### config.mk
export PLATFORM = sky130hd
export DESIGN_NAME = fifo_uart_tx
export DESIGN_NICKNAME = d
export VERILOG_FILES = /design/src/rtl/fifo_uart_tx.sv
export SDC_FILE = /design/constraint.sdc
export NUM_CORES = 1
export LEC_CHECK = 0
export ABC_AREA = 1
export CELL_PAD_IN_SITES_DETAIL_PLACEMENT = 0
export CELL_PAD_IN_SITES_GLOBAL_PLACEMENT = 1
export CORE_MARGIN = 4
export CORE_UTILIZATION = 35
export CTS_CLUSTER_SIZE = 40
export DETAILED_ROUTE_END_ITERATION = 8
export PLACE_DENSITY_LB_ADDON = 0.05
export SYNTH_ARGS = -nofsm -noshare
export SYNTH_HDL_FRONTEND = slang
export SYNTH_SLANG_ARGS = --single-unit
### constraint.sdc
create_clock -name i_clock -period 1.92 [get_ports i_clock]
set_input_delay 0.192 -clock i_clock [delete_from_list [all_inputs] [get_ports i_clock]]
set_output_delay 0.192 -clock i_clock [all_outputs]
set_load 0.1 [all_outputs]
### src/rtl/fifo_uart_tx.sv
// fifo_uart_tx: pops bytes from a FIFO and sends each one as an asynchronous 8N1 frame on o_tx.
// Define FIFO_UART_TX_PARITY_EN to insert an even-parity bit between the data and stop bits.
module fifo_uart_tx #(
  parameter int c_CLKDIV    = 104,
  parameter int c_DATAWIDTH = 8
) (
  input  logic                   i_clock,
  input  logic                   i_resetn,
  input  logic [c_DATAWIDTH-1:0] i_fifo_data,
  input  logic                   i_fifo_empty,
  output logic                   o_fifo_readen,
  input  logic                   i_enable,
  output logic                   o_tx,
  output logic                   o_busy
);

  localparam int BAUD_W = (c_CLKDIV > 1) ? $clog2(c_CLKDIV) : 1;
  localparam int BIT_W  = (c_DATAWIDTH > 1) ? $clog2(c_DATAWIDTH) : 1;
  localparam logic [BAUD_W-1:0] BAUD_LAST = BAUD_W'(c_CLKDIV - 1);
  localparam logic [BIT_W-1:0]  BIT_LAST  = BIT_W'(c_DATAWIDTH - 1);

`ifdef FIFO_UART_TX_PARITY_EN
  typedef enum logic [2:0] {IDLE, START, DATA, PARITY, STOP} state_t;
`else
  typedef enum logic [1:0] {IDLE, START, DATA, STOP} state_t;
`endif

  state_t                 state_reg;
  logic [BAUD_W-1:0]      baud_reg;
  logic [BIT_W-1:0]       bit_reg;
  logic [c_DATAWIDTH-1:0] shift_reg;
  logic                   fifo_readen_reg;
  logic                   tx_reg;
  logic                   busy_reg;
`ifdef FIFO_UART_TX_PARITY_EN
  logic                   parity_reg;
`endif

  logic pop;
  logic baud_done;

  // The pop is decided only from IDLE, so empty is never looked at again until the frame is over.
  assign pop       = (state_reg == IDLE) && i_enable && !i_fifo_empty;
  assign baud_done = (baud_reg == BAUD_LAST);

  // state_reg runs one cycle ahead of the line: o_tx/o_busy are registered from it,
  // which keeps the line glitch-free and makes the first start-bit cycle follow the pop cycle.
  always_ff @(posedge i_clock or negedge i_resetn) begin
    if (!i_resetn) begin
      state_reg       <= IDLE;
      baud_reg        <= '0;
      bit_reg         <= '0;
      shift_reg       <= '0;
      fifo_readen_reg <= 1'b0;
      tx_reg          <= 1'b1;
      busy_reg        <= 1'b0;
`ifdef FIFO_UART_TX_PARITY_EN
      parity_reg      <= 1'b0;
`endif
    end else begin
      fifo_readen_reg <= pop;
      busy_reg        <= pop || (state_reg != IDLE);

      case (state_reg)
        START:   tx_reg <= 1'b0;
        DATA:    tx_reg <= shift_reg[0];
`ifdef FIFO_UART_TX_PARITY_EN
        PARITY:  tx_reg <= parity_reg;
`endif
        default: tx_reg <= 1'b1;
      endcase

      if ((state_reg == IDLE) || baud_done) begin
        baud_reg <= '0;
      end else begin
        baud_reg <= baud_reg + 1'b1;
      end

      case (state_reg)
        IDLE: begin
          if (pop) begin
            shift_reg <= i_fifo_data;
            bit_reg   <= '0;
`ifdef FIFO_UART_TX_PARITY_EN
            parity_reg <= ^i_fifo_data;
`endif
            state_reg <= START;
          end
        end
        START: begin
          if (baud_done) begin
            state_reg <= DATA;
          end
        end
        DATA: begin
          if (baud_done) begin
            shift_reg <= shift_reg >> 1;
            if (bit_reg == BIT_LAST) begin
              bit_reg <= '0;
`ifdef FIFO_UART_TX_PARITY_EN
              state_reg <= PARITY;
`else
              state_reg <= STOP;
`endif
            end else begin
              bit_reg <= bit_reg + 1'b1;
            end
          end
        end
`ifdef FIFO_UART_TX_PARITY_EN
        PARITY: begin
          if (baud_done) begin
            state_reg <= STOP;
          end
        end
`endif
        STOP: begin
          if (baud_done) begin
            state_reg <= IDLE;
          end
        end
        default: state_reg <= IDLE;
      endcase
    end
  end

  assign o_fifo_readen = fifo_readen_reg;
  assign o_tx          = tx_reg;
  assign o_busy        = busy_reg;

endmodule
After elaboration in Yosys (flattened, before gate mapping):

Cells that the tools add are included.

* add/sub/neg operators: 2
* mux-type cells: 15
* reductions and logical operators: 10
* equality and inequality tests: 10

Operators with widths (count)
* two-way mux 8 bit: 2
* case mux 8 bit (2 select lines): 1
* two-way mux 2 bit: 5
* != test 2 bit, second input constant: 5
* two-way mux 3 bit: 3
* case mux 2 bit (4 select lines): 1
* adder 7 x 1 -> 7 bit, second input constant: 1
* == test 7 bit, second input constant: 1
* two-way mux 7 bit: 1
* case mux 3 bit (2 select lines): 1
* AND reduction 5 bit: 1
* == test 2 bit, second input constant: 2
* nonzero test 2 bit: 2
* adder 3 x 1 -> 3 bit, second input constant: 1
* == test 3 bit, second input constant: 1
* AND reduction 3 bit: 1
* == test 2 x 1 -> 1 bit, second input constant: 1
* logical AND 1 bit: 2
* logical NOT 2 bit: 1
* logical OR 1 bit: 2
* case mux 1 bit (2 select lines): 1
* logical NOT 1 bit: 1

* bits of input ports: 12
* output and inout bits: 3
* logic and storage cells: 44
* flip-flop bits (word level): 23

Longest topological paths before layout:

Gate-level depths: netlist of run 1.

* depth after elaboration: 5
* gate-level depth with buffers: 9
* gate-level depth less buffers: 8

Least setup slack after synthesis of run 1:

OpenSTA, ideal clock, no wires.

* kind: reg2reg
* from: register state_reg[0]
* to: register state_reg[0]
* buffers on the path: 1
* data required time: 1.803 ns
* arrival: 1.275 ns
* path slack: 0.528 ns
* period minus slack after synthesis: 1.392 ns
* cell stages (with the launch flop): 10
* library setup time: 0.117 ns
* cell sequence: dfrtp_1 > inv_1 > ha_1 > inv_2 > buf_4 > nor2_1 > nor2_1 > nand2_1 > nand2_1 > nand2_1

* longest elaborated chain between the ends: 5
* elaborated cells between the ends (all ways): 13
* those cells by class: eq/ne: 8; mux: 1; reduce/logical: 4

Ends and longest elaborated chain
* from (decl): line 28 `state_t state_reg;`
* from (signal assigned): line 50 `state_reg <= IDLE;`
* from (signal assigned): line 87 `state_reg <= START;`
* from (signal assigned): line 92 `state_reg <= DATA;`
* logical NOT 2 bit: line 43, 79
* logical AND 1 bit (2 in a row): line 43 `assign pop = (state_reg == IDLE) && i_enable && !i_fifo_empty;`
* != test 2 bit (no line)
* AND reduction 5 bit (no line)

Several ways; a longest one is shown, not always the timed one.
A chain may end at the register's enable or synchronous reset.

Worst setup path after layout of run 1:

* from: register state_reg[0]
* to: register shift_reg[6]

* longest elaborated chain between the ends: 5
* elaborated cells between the ends (all ways): 9
* those cells by class: eq/ne: 3; mux: 1; reduce/logical: 5

Ends and longest elaborated chain
* logical NOT 2 bit: line 43, 79
* logical AND 1 bit (2 in a row): line 43
* != test 2 bit (no line)
* AND reduction 3 bit (no line)
* to (signal assigned): line 82 `shift_reg <= i_fifo_data;`
* to (signal assigned): line 97 `shift_reg <= shift_reg >> 1;`
* to (decl): line 31 `logic [c_DATAWIDTH-1:0] shift_reg;`

Several ways; a longest one is shown, not always the timed one.

==> impl_results.md, run 1 <==
* Count of input and output buffers at 14
* Total leakage power at 0.795 nW
* Class of the most critical setup path: reg -> reg
* Detailed router's first-iteration violation count at 38
* Proportion of synthesized chip area in sequential cells at 46.8%
* Critical path fanouts, max at 12
* Total setup buffers inserted after CTS at 0
* Compound-Gate Fraction of Synth Area at 1.93%
* Gate Count Post-Synth at 160
* FILL cells at 393
* Die span in x at 67.3 µm
* Met2 wire length at 1.17 mm
* Number of maximum-capacitance constraint violations at 0
* Hold Path Class: in -> async
* Clock latency of the later-clocked register in the worst-skew pair at 300 ps
* Antenna Violating Nets Remaining at 0
* Hold Worst Slack at 228 ps
* Data arrival time of the worst path at 1920 ps
* Syn avg cell area at 7.69 µm²
* Number of buffers on the longest clock path at 2
* Number of warnings printed during yosys synthesis at 0
* Clock tree from TritonCTS: built
* Number of top-level pins at 15
* Post-synth EDFFs at 0
* Largest family of logic cells by synthesized area: simple AND/OR/NAND/NOR gates
* Slew Limit Headroom at 74.3%
* Count of endpoints failing hold in the final timing report at 0
* Final-report max-slew violation count at 0
* Initial core utilization at 36.6%
* Routed length per placed instance at 10.9 µm
* Post-Route WL at 2.44 mm
* Max FFs per register at 8
* Commonest register cell after synthesis: sky130_fd_sc_hd__dfrtp_1
* Die area at 4530 µm²
* Congestion Overflow GR at 0
* Main area contributors after synthesis: sky130_fd_sc_hd__dfrtp_1 (45%), sky130_fd_sc_hd__nand2_1 (19%), sky130_fd_sc_hd__ha_1 (8.1%), sky130_fd_sc_hd__nand3_1 (7.3%), sky130_fd_sc_hd__inv_1 (4.9%)
* First-pass iteration count of the detailed router at 4
* Top cells by instance count after synthesis: sky130_fd_sc_hd__nand2_1 (63), sky130_fd_sc_hd__dfrtp_1 (22), sky130_fd_sc_hd__nand3_1 (18)
* Final layout net count at 198
* Synth Area in Adders at 8.13%
* Synth-to-layout area growth at 16.9%
* Number of core rows at 21
* Transition time at the pin with the least slew margin at 385 ps
* Vertical extent of the die at 67.3 µm
* Crit. End Element: flop
* Met1 routed wirelength after detailed routing at 1.16 mm
* Power density relative to cell area at 1380 nW/µm²
* Vias at 996
* Overall fraction of global-route tracks in use at 12.3%
* Synthesized netlist net count at 180
* Setup Total Neg Slack at 0 ps
* Sinks on Clock Net at 23
* Total of flip-flops plus latches after synthesis at 23
* Uppermost layer routed: met4
* Buffer type at the clock tree root: sky130_fd_sc_hd__clkbuf_4
* DRC violations left at 0
* Core region area at 3360 µm²
* Period utilization at 89.0%
* Post-cts sizing count at 0
* Length of routed met3 wiring at 85 µm
* Fraction of final layout cells with drive strength greater than 1 at 9.60%
* Number of buffers added by the clock tree synthesis step at 3
* Worst ir drop on vdd at 0.573 mV
* Status: finished clean
* Antenna violations before repair at 0
* Area fraction in and, or, nand and nor cells after synthesis at 34.5%
* Diodes inserted at 0
* Global-route wire length before repair at 4.31 mm
* Hold-fix buffer count after cts at 0
* Yosys top cell by area: sky130_fd_sc_hd__dfrtp_1
* HPWL after detailed placement at 1.88 mm
* Achievable clock frequency at 585 MHz
* Unrepaired setup endpoints after global routing: false
* Clock-pin slew on the worst setup and hold paths at 130 ps
* Cell with the most instances after synthesis: sky130_fd_sc_hd__nand2_1
* Vias per cell at 4.47
* Number of global-route vias before repair at 993
* Unique masters post-synth at 19
* Mux cell area share after synthesis at 0%
* Post-synthesis async set-or-reset flop share at 100%
* Largest net degree at the start of global routing at 24
* Mapped Area at 1230 µm²
* Data required time at the worst endpoint at 2130 ps
* Min Clock Period, post-route at 1710 ps
* Deepest level of the CTS H-tree at 1
* CP Launch Type: flop
* RePlAce Congestion at 0.804
* Skew final at 3.62 ps
* Final setup violation count at 0
* Xor/xnor share of the synthesized area at 0%
* Proportion of netlist area held by the largest area contributor at 44.7%
==> worst max-delay path, stage by stage (launching register included) <==
cell and delay (ps):
sky130_fd_sc_hd__dfrtp_1 420, sky130_fd_sc_hd__inv_1 90, sky130_fd_sc_hd__ha_1 240, sky130_fd_sc_hd__buf_4 170
sky130_fd_sc_hd__nand2_2 190, sky130_fd_sc_hd__nand2_1 300, sky130_fd_sc_hd__nand2_1 140, sky130_fd_sc_hd__nand2_1 50
==> cells in the final DEF (no fill, tap or decap), types with 2 or more instances in the layout <==
master,n
sky130_fd_sc_hd__nand2_1,63
sky130_fd_sc_hd__dfrtp_1,22
sky130_fd_sc_hd__nand3_1,18
sky130_fd_sc_hd__inv_1,16
sky130_fd_sc_hd__nor2_1,13
sky130_fd_sc_hd__clkdlybuf4s50_1,11
sky130_fd_sc_hd__ha_1,8
sky130_fd_sc_hd__buf_4,7
sky130_fd_sc_hd__nor3_1,4
sky130_fd_sc_hd__clkbuf_4,3
sky130_fd_sc_hd__o21ai_0,2
sky130_fd_sc_hd__inv_2,2
==> power breakdown <==
group	internal (mW)	total (mW)	switching, mW
Combinational	0.318	0.998	0.679
Clock	0.0810	0.224	0.143
Sequential	0.661	0.768	0.107
Total	1.06	1.99	0.930
==> worst paths after layout <==
path,startpoint,endpoint,slack (ps),cells after the start
hold / removal,i_resetn,baud_reg[4],230,2
setup reg to reg,state_reg[0],shift_reg[6],210,7
max in group asynchronous,i_resetn,o_tx,1410,2
min in group i_clock,baud_reg[0],baud_reg[0],490,1
setup / recovery,state_reg[0],shift_reg[6],210,7
hold reg to reg,baud_reg[0],baud_reg[0],490,1
==> per-stage QoR <==
step	utilization, %	instances	area [µm²]	power (mW)	setup slack (ps)
floorplan	-	160	1230	1.57	528
global placement	42.0	219	1410	1.78	284
detailed placement	42.0	219	1410	1.79	228
CTS	42.8	223	1440	2.02	208
global route	42.8	223	1440	2.20	8.65
finish	42.8	223	1440	1.99	212
==> cell type report <==
class	count	area [µm²]	area share [%]
multi-input combinational	114	548	38.1
inverter	18	67.6	4.70
sequential	23	577	40.1
timing repair buffer	18	163	11.3
tap	46	57.6	4.00
clock buffer	4	26.3	1.83
==> layer usage <==
metal | track usage, % | up-vias
li1 | - | 530
met3 | 2.00 | 2
met1 | 16.6 | 456
met4 | 4.56 | 0
met2 | 19.8 | 8
met5 | 0 | -
==> cells by family (layout without fill, tap and decap cells) <==
logic type      Yosys count  count (layout)
simple gates            102             102
flops                    23              23
buf+inv                  23              40
fa+ha+maj                 8               8
compound gates            4               4
No activity file was read; power rests on OpenSTA's default activity.
==> run 2, diff against run 1 <==
--- a/config.mk
+++ b/config.mk
@@ -10,9 +10,11 @@
 export CELL_PAD_IN_SITES_GLOBAL_PLACEMENT = 1
 export CORE_MARGIN = 4
 export CORE_UTILIZATION = 35
+export CTS_CLUSTER_DIAMETER = 40
 export CTS_CLUSTER_SIZE = 40
 export DETAILED_ROUTE_END_ITERATION = 8
 export PLACE_DENSITY_LB_ADDON = 0.05
+export SKIP_CTS_REPAIR_TIMING = 1
 export SYNTH_ARGS = -nofsm -noshare
 export SYNTH_HDL_FRONTEND = slang
 export SYNTH_SLANG_ARGS = --single-unit
==> results of run 2 <==
Same layout as run 1: the final DEF is identical, and so are final timing and power.
